<file path="src/rtl/gol_sched_pkg.sv">
// Shared state encoding, widths and constant helpers for the generation scheduler.
package gol_sched_pkg;

   localparam int unsigned GEN_W = 16;
   localparam int unsigned ST_W  = 3;

   typedef enum logic [ST_W-1:0] {
      ST_IDLE  = 3'd0,
      ST_LOAD  = 3'd1,
      ST_STEP  = 3'd2,
      ST_STORE = 3'd3,
      ST_NEXT  = 3'd4,
      ST_GAP   = 3'd5
   } sched_state_e;

   function automatic int unsigned clog2(input int unsigned v);
      int unsigned r;
      r = 0;
      while ((64'd1 << r) < 64'(v)) r = r + 1;
      return r;
   endfunction

   function automatic int unsigned umax(input int unsigned a, input int unsigned b);
      return (a > b) ? a : b;
   endfunction

endpackage

</file>
<file path="src/rtl/gol_down_counter.sv">
// Loadable down-counter that stops at zero; the zero flag is registered alongside the count.
module gol_down_counter #(
   parameter int unsigned W = 8
) (
   input  logic         clk,
   input  logic         reset,
   input  logic         ld_i,
   input  logic [W-1:0] ld_val_i,
   output logic         zero_o
);

   logic [W-1:0] cnt_q;
   logic         zero_q;

   always_ff @(posedge clk) begin
      if (!reset) begin
         cnt_q  <= '0;
         zero_q <= 1'b1;
      end else if (ld_i) begin
         cnt_q  <= ld_val_i;
         zero_q <= (ld_val_i == '0);
      end else if (!zero_q) begin
         cnt_q  <= cnt_q - W'(1);
         zero_q <= (cnt_q == W'(1));
      end
   end

   assign zero_o = zero_q;

endmodule

</file>
<file path="src/rtl/gol_gen_scheduler.sv">
// Sequences LOAD -> STEP -> STORE over all tiles for one Game-of-Life generation.
// Define SCHED_WATCHDOG_EN to abort stalled handshakes into a sticky err flag.
module gol_gen_scheduler
   import gol_sched_pkg::*;
#(
   parameter int unsigned NUM_TILES   = 4,
   parameter int unsigned TILE_W      = 2,
   parameter int unsigned STEP_CYCLES = 16,
   parameter int unsigned GAP_CYCLES  = 100000000,
   parameter int unsigned WDOG_CYCLES = 1024
) (
   input  logic              clk,
   input  logic              reset,
   input  logic              run_en,
   input  logic              step_req,
   output logic              load_req,
   input  logic              load_ack,
   output logic              step_pulse,
   output logic              store_req,
   input  logic              store_ack,
   output logic [TILE_W-1:0] tile_idx,
   output logic [GEN_W-1:0]  gen_count,
   output logic              busy,
   output logic              frame_done,
   output logic              err
);

   localparam int unsigned MAX_CYC = umax(umax(STEP_CYCLES, GAP_CYCLES), WDOG_CYCLES);
   localparam int unsigned TMR_W   = (clog2(MAX_CYC) == 0) ? 1 : clog2(MAX_CYC);

   localparam logic [TILE_W-1:0] LAST_TILE = TILE_W'(NUM_TILES - 1);
   localparam logic [TMR_W-1:0]  STEP_LD   = TMR_W'(STEP_CYCLES - 1);
   localparam logic [TMR_W-1:0]  GAP_LD    = TMR_W'(GAP_CYCLES - 1);
   localparam logic [TMR_W-1:0]  WDOG_LD   = TMR_W'(WDOG_CYCLES - 1);

   sched_state_e      state_q, state_d;
   logic [TILE_W-1:0] tile_idx_q;
   logic [GEN_W-1:0]  gen_count_q;
   logic              load_req_q, step_pulse_q, store_req_q, busy_q, frame_done_q;
   logic              err_q;
   logic              wdog_trip_c;
   logic              tmr_ld_c;
   logic [TMR_W-1:0]  tmr_val_c;
   logic              tmr_zero;

   // Shared timer: reloaded on every state change, value chosen by the state being entered.
   gol_down_counter #(.W(TMR_W)) u_tmr (
      .clk      (clk),
      .reset    (reset),
      .ld_i     (tmr_ld_c),
      .ld_val_i (tmr_val_c),
      .zero_o   (tmr_zero)
   );

`ifdef SCHED_WATCHDOG_EN
   assign wdog_trip_c = tmr_zero &&
                        ((load_req_q && !load_ack) || (store_req_q && !store_ack));

   always_ff @(posedge clk) begin
      if (!reset)           err_q <= 1'b0;
      else if (wdog_trip_c) err_q <= 1'b1;
   end
`else
   assign wdog_trip_c = 1'b0;
   assign err_q       = 1'b0;
`endif

   // Next-state selection; the watchdog overrides every other transition.
   always_comb begin
      state_d = state_q;
      case (state_q)
         ST_IDLE:  if ((run_en || step_req) && !err_q) state_d = ST_LOAD;
         ST_LOAD:  if (load_req_q && load_ack) state_d = ST_STEP;
         ST_STEP:  if (tmr_zero) state_d = ST_STORE;
         ST_STORE: if (store_req_q && store_ack)
                      state_d = (tile_idx_q == LAST_TILE) ? ST_NEXT : ST_LOAD;
         ST_NEXT:  state_d = run_en ? ST_GAP : ST_IDLE;
         ST_GAP: begin
            if (!run_en)       state_d = ST_IDLE;
            else if (tmr_zero) state_d = ST_LOAD;
         end
         default:  state_d = ST_IDLE;
      endcase
      if (wdog_trip_c) state_d = ST_IDLE;

      tmr_ld_c = (state_d != state_q);
      case (state_d)
         ST_STEP:           tmr_val_c = STEP_LD;
         ST_GAP:            tmr_val_c = GAP_LD;
         ST_LOAD, ST_STORE: tmr_val_c = WDOG_LD;
         default:           tmr_val_c = '0;
      endcase
   end

   // Outputs are decoded from the next state so they line up with the state register.
   always_ff @(posedge clk) begin
      if (!reset) begin
         state_q      <= ST_IDLE;
         tile_idx_q   <= '0;
         gen_count_q  <= '0;
         load_req_q   <= 1'b0;
         step_pulse_q <= 1'b0;
         store_req_q  <= 1'b0;
         busy_q       <= 1'b0;
         frame_done_q <= 1'b0;
      end else begin
         state_q      <= state_d;
         load_req_q   <= (state_d == ST_LOAD);
         step_pulse_q <= (state_d == ST_STEP);
         store_req_q  <= (state_d == ST_STORE);
         busy_q       <= (state_d != ST_IDLE);
         frame_done_q <= (state_d == ST_NEXT);
         if (state_q == ST_STORE && state_d == ST_LOAD)
            tile_idx_q <= tile_idx_q + TILE_W'(1);
         else if (state_q == ST_NEXT || state_d == ST_IDLE)
            tile_idx_q <= '0;
         if (state_q == ST_STORE && state_d == ST_NEXT)
            gen_count_q <= gen_count_q + GEN_W'(1);
      end
   end

   assign load_req   = load_req_q;
   assign step_pulse = step_pulse_q;
   assign store_req  = store_req_q;
   assign tile_idx   = tile_idx_q;
   assign gen_count  = gen_count_q;
   assign busy       = busy_q;
   assign frame_done = frame_done_q;
   assign err        = err_q;

endmodule

</file>
<file path="config.mk">
export PLATFORM = sky130hd
export DESIGN_NAME = gol_gen_scheduler
export DESIGN_NICKNAME = d
export VERILOG_FILES = /design/src/rtl/gol_sched_pkg.sv /design/src/rtl/gol_down_counter.sv /design/src/rtl/gol_gen_scheduler.sv
export SDC_FILE = /design/constraint.sdc
export NUM_CORES = 1
export LEC_CHECK = 0
export BUFFER_PORTS_ARGS = -buffer_cell sky130_fd_sc_hd__buf_2
export CAP_MARGIN = 0
export CORE_ASPECT_RATIO = 0.5
export CORE_MARGIN = 3
export CORE_UTILIZATION = 35
export DETAILED_ROUTE_END_ITERATION = 10
export GPL_ROUTABILITY_DRIVEN = 1
export SETUP_SLACK_MARGIN = 0.2
export SYNTH_ARGS = -nofsm -noshare
export SYNTH_HDL_FRONTEND = slang
export SYNTH_HIERARCHICAL = 1
export SYNTH_SLANG_ARGS = --single-unit
</file>
<file path="constraint.sdc">
create_clock -name clk -period 5.3 [get_ports clk]
set_clock_uncertainty 0.1 [all_clocks]
set_input_delay 0.265 -clock clk [delete_from_list [all_inputs] [get_ports clk]]
set_output_delay 0.265 -clock clk [all_outputs]
set_load 0.02 [all_outputs]
</file>
* After elaboration in Yosys (flattened, before gate mapping) *
Index checks and enable logic that the tools add are counted.

operators by class
  mux-type cells = 16
  add/subtract/negate cells = 3
  equality and inequality tests = 14
  reductions and logical operators = 12

operators by type and width
  cell                     number
  $pmux W27 S3             1
  $mux W27                 2
  $eq A27 B1 Y1 const B    1
  $logic_not A27 Y1        1
  $sub A27 B1 Y27 const B  1
  $mux W3                  8
  $pmux W3 S6              1
  $add A16 B1 Y16 const B  1
  $eq A3 B2 Y1 const B     4
  $eq A3 B3 Y1 const B     4
  $eq A3 B1 Y1 const B     2
  $logic_not A3 Y1         2
  $logic_and A1 B1 Y1      4
  $mux W2                  2
  $ne A3 B3 Y1             1
  $reduce_bool A3 Y1       1
  $add A2 B1 Y2 const B    1
  $eq A2 B2 Y1 const B     1
  $logic_or A1 B1 Y1       2
  $mux W1                  2
  $ne A2 B2 Y1 const B     1
  $reduce_bool A2 Y1       1
  $reduce_or A2 Y1         1

word-level totals
  output and inout bits = 24
  logic and storage cells = 55
  input bits = 6
  flip-flop bits (word level) = 54

* Depth between registers and ports, before layout *
  depth after elaboration = 9
  depth in mapped cells = 11
  gate-level depth less buffers = 9

* Modules after synthesis *
The synthesis kept the hierarchy.

modules (own cells, without submodules)
  module             times used  cells an instance  area an instance (um^2)  sequential area each (um^2)
  gol_down_counter   1           196                1626.6                   560.5
  gol_gen_scheduler  1           157                1371.3                   520.5

* Worst setup path before layout *
OpenSTA, ideal clock, no wires.

  kind = register -> register
  start = register state_q[2]
  end = register u_tmr.cnt_q[19]
  path slack = 2481 ps
  path buffers = 4
  arrival = 2583 ps
  setup time = 137 ps
  clock period less this slack = 2819 ps
  required time = 5063 ps
  stages on the path, launching flop included = 11
  cells stage by stage = dfxtp_1 buf_2 nand2_1 a211oi_2 o21a_1 o221ai_1 clkbuf_1 inv_1 clkbuf_1 clkbuf_1 a31oi_1

between the ends
  word-level cells in the longest chain between the ends = 5
  elaborated cells on any way between the ends = 16
  those cells by class = eq/ne (7); mux (8); reduce/logical (1)

RTL lines
  item                                                              RTL line                  source
  start: declaration                                                gol_gen_scheduler.sv:36   sched_state_e state_q, state_d;
  start signal: assignment                                          gol_gen_scheduler.sv:107  state_q <= state_d;
  $mux W3                                                           gol_gen_scheduler.sv:80   else if (tmr_zero) state_d = ST_LOAD;
  $mux W3                                                           gol_gen_scheduler.sv:79   if (!run_en) state_d = ST_IDLE;
  $pmux W3 S6                                                       gol_gen_scheduler.sv:71   case (state_q)
  $ne A3 B3 Y1 (*)                                                  gol_gen_scheduler.sv:86   tmr_ld_c = (state_d != state_q);
  via tmr_ld_c                                                      gol_gen_scheduler.sv:42   logic tmr_ld_c;
  $ne A2 B2 Y1 (no source line) / $mux W27 (equally long branches)  -
  end signal: assignment                                            gol_down_counter.sv:20    cnt_q <= ld_val_i;
  end signal: assignment                                            gol_down_counter.sv:23    cnt_q <= cnt_q - W'(1);
  end: declaration                                                  gol_down_counter.sv:12    logic [W-1:0] cnt_q;

Mark *: on every way through the listed nets, which the timed path passes. The rest lies on a longest branch.
A chain may end at the register's enable or synchronous reset.

* Final worst setup path *
  start = register state_q[0]
  end = register u_tmr.zero_q, in the netlist u_tmr/zero_o

between the ends
  elaborated cells on any way between the ends = 22
  those cells by class = eq/ne (10); mux (9); reduce/logical (3)

RTL lines
  item                    RTL line                 source
  $mux W3                 gol_gen_scheduler.sv:80
  $mux W3                 gol_gen_scheduler.sv:79
  $pmux W3 S6             gol_gen_scheduler.sv:71
  $ne A3 B3 Y1 (*)        gol_gen_scheduler.sv:86
  via tmr_ld_c            gol_gen_scheduler.sv:42
  $mux W1 (*)             gol_down_counter.sv:19   end else if (ld_i) begin
  end signal: assignment  gol_down_counter.sv:21   zero_q <= (ld_val_i == '0);
  end signal: assignment  gol_down_counter.sv:24   zero_q <= (cnt_q == W'(1));
  end: declaration        gol_down_counter.sv:13   logic zero_q;

Marked as above.

==> results by group <==
Floorplan
  • Core Region: 8170 um^2
  • Row count: 23
  • Num ports: 30
  • Die X: 137 um
  • Die Height: 71.4 um
  • Starting Density: 0.367
  • Die area: 9780 um^2

Critical path
  • CP bufs+invs: 2
  • Type of the worst setup path: reg2reg
  • Delay-heaviest family, CP: buffers and inverters
  • Reg2reg start: state_q[0]
  • Crit path DAT: 3.54 ns
  • Startpoint Class: flop
  • Crit path from: state_q[0]
  • Crit-path cells: and3_1 > a211oi_1 > nor2_1 > o221ai_1 > buf_4 > inv_1 > a21boi_0 > o21ai_0 > a41o_1
  • Required @ worst endpoint: 5.44 ns
  • Max incr delay on CP: 0.76 ns
  • Crit path capture type: flop
  • CP max FO: 40
  • Crit path max-delay cell type: inv_1

Hold path
  • HP Class: reg2reg
  • Hold Path Origin: gen_count[15]

Power
  • Max VDD drop: 154 uV
  • Psw: 385 uW
  • Seq pwr share: 0.449
  • Pint: 742 uW
  • Net Sw Frac: 0.342
  • Leakage power: 1.26 nW
  • PD cells: 335 nW/um^2
  • Clock power frac: 0.308
  • Gate power share: 0.243

Yosys
  • Cells after Synth: 353
  • Avg Cell Area, Syn: 8.49 um^2
  • Synth top area share: 0.361
  • Seq cells post-synth: 54
  • Yosys cell types: 57
  • Most area-hungry cell type in the Yosys netlist: dfxtp_1
  • Post-synth EDFFs: 0
  • Ys flop type: dfxtp_1
  • Synth async-reset ratio: 0
  • Total number of yosys warnings: 6
  • Synth Cell Area: 3000 um^2
  • Register area share after synthesis: 0.361
  • Largest cells by area after synthesis: dfxtp_1, or4_1, o21ai_0

Final layout
  • Synth-to-layout area growth: 12.4%
  • Fillcell total: 844
  • Commonest non-fill, non-tap cell in the layout: dfxtp_1
  • End-of-flow core utilization: 0.412
  • # diodes: 0
  • Net count, final: 388
  • Most frequent cells in the layout: dfxtp_1, buf_2, o21ai_0
  • Layout cells sized above 1: 0.119
  • Fin cells: 491

GRT
  • Vias in the first global route: 2324
  • Largest net degree at the start of global routing: 41
  • GRT Overall Usage: 0.145
  • Gr ovfl total: 0
  • First-pass GRT wire length: 11.6 mm
  • Antenna violations before repair: 0

Clocking
  • Hold buffers post-CTS: 0
  • Worst-Skew Late Latency: 0.30 ns
  • Root Buffer: clkbuf_16
  • H-tree depth: 2
  • CTS clock-pin slew for the worst setup and hold paths: 0.08 ns
  • CTS buffer count: 5
  • CTS Sinks: 54
  • Postcts setup bufs: 0
  • CTS tree: built
  • CTS resizes: 0
  • Max Buffers Root-to-Sink: 2

Timing
  • Final hold vios: 0
  • Setup-failing EPs final: 0
  • Fin crit share: 0.641
  • Worst-Margin Slew: 1.03 ns
  • Slew Limit Fails: 0
  • Max Fclk: 0.294 GHz
  • Setup TNS: 0 ns
  • RSZ-0062 raised after global routing: no
  • Final min period: 3.40 ns
  • Relative slew slack: 0.313

Drt
  • Routed wire length: 6.76 mm
  • DRT antenna net count: 0
  • Drt first pass iters: 4
  • Routed vias/inst: 5.44
  • Initial DRC Count: 156
  • DR WL/cell: 13.8 um
  • DRC errors left: 0
  • Via count: 2672

Place
  • Placed Cells: 483
  • RD Place Congestion: 0.852
  • HPWL Detailed: 4.46 mm
  • Port Buffer Count: 28

Outcome
  • Outcome: finished clean

Job
  • Max cap viols: 0
[area by class of cell]
type / count / area [um^2] / share of cell area
sequential: 54 / 1080 / 0.321
multi-input combinational: 277 / 1800 / 0.535
clock inverter: 3 / 28.8 / 0.00854
clock buffer: 5 / 125 / 0.0371
tap: 112 / 140 / 0.0416
timing repair buffer: 30 / 155 / 0.0460
inverter: 10 / 37.5 / 0.0111
[flip-flops by register name, summed over array words and instances, names as in the netlist, 2 cells and up]
| name | cells |
|---|---|
| tile_idx | 2 |
| u_tmr/cnt_q | 27 |
| state_q | 3 |
| gen_count | 16 |
[metrics by stage]
step / cell area [um^2] / power, mW / hold WS [ns] / setup WS (ns)
after CTS: 3370 / 1.14 / 0.386 / 1.93
after detailed placement: 3220 / 0.787 / 0.380 / 1.96
after global placement: 3220 / 0.784 / 0.369 / 2.04
after global routing: 3370 / 1.21 / 0.419 / 1.50
after floorplan: 3040 / 0.730 / 0.294 / 2.48
final: 3370 / 1.13 / 0.393 / 1.90
[cell usage after synthesis, types with 6 or more instances]
master,instances
a21oi_1,17
nand3_1,8
o31ai_1,12
inv_1,10
xnor2_1,7
nor3_1,7
o31a_1,6
or3_1,15
nor2_1,18
nor4_1,15
nand2_1,15
nand2b_1,9
clkbuf_1,14
nand4_1,7
xor2_1,10
dfxtp_1,54
or4_1,19
a31oi_1,10
o21ai_0,24
and2_1,7
[worst paths after layout]
| check | slack, ns | to | cells past startpoint |
|---|---|---|---|
| worst max-delay path | 1.90 | u_tmr/zero_o | 9 |
| worst min-delay path | 0.39 | gen_count[15] | 2 |
| worst max register to register | 1.90 | u_tmr/zero_o | 9 |
| worst min register to register | 0.39 | gen_count[15] | 2 |
[logic make-up (layout without fill, tap and decap cells)]
kind of cell | count (synthesis) | count (layout) | synth area share
other cells | 1 | 13 | 0.00125
compound gates | 98 | 98 | 0.222
fa+ha+maj | 4 | 4 | 0.0167
mux | 2 | 2 | 0.00668
xor+xnor | 17 | 17 | 0.0497
flops | 54 | 54 | 0.361
buf+inv | 34 | 48 | 0.0534
simple gates | 143 | 143 | 0.289
[per-layer routing]
layer	up-vias	GRT usage	routed length, um
li1	1393	-	-
met4	0	0.0365	87
met1	1223	0.213	3530
met3	10	0.0337	279
met5	-	0	0
met2	46	0.217	2850
[power by group through the flow]
stage,Combinational [mW],Sequential [mW],Clock (mW)
3_5_place_dp,0.272,0.514,0
4_1_cts,0.275,0.506,0.364
5_1_grt,0.311,0.517,0.381
3_3_place_gp,0.269,0.515,0
6_report,0.273,0.506,0.347
2_1_floorplan,0.231,0.499,0
[tightest hold or removal path, stage by stage, from the launching register on]
cell     delay, ns
dfxtp_1       0.32
o31ai_1       0.06
a21oi_1       0.06
(Power assumes the default switching activity.)
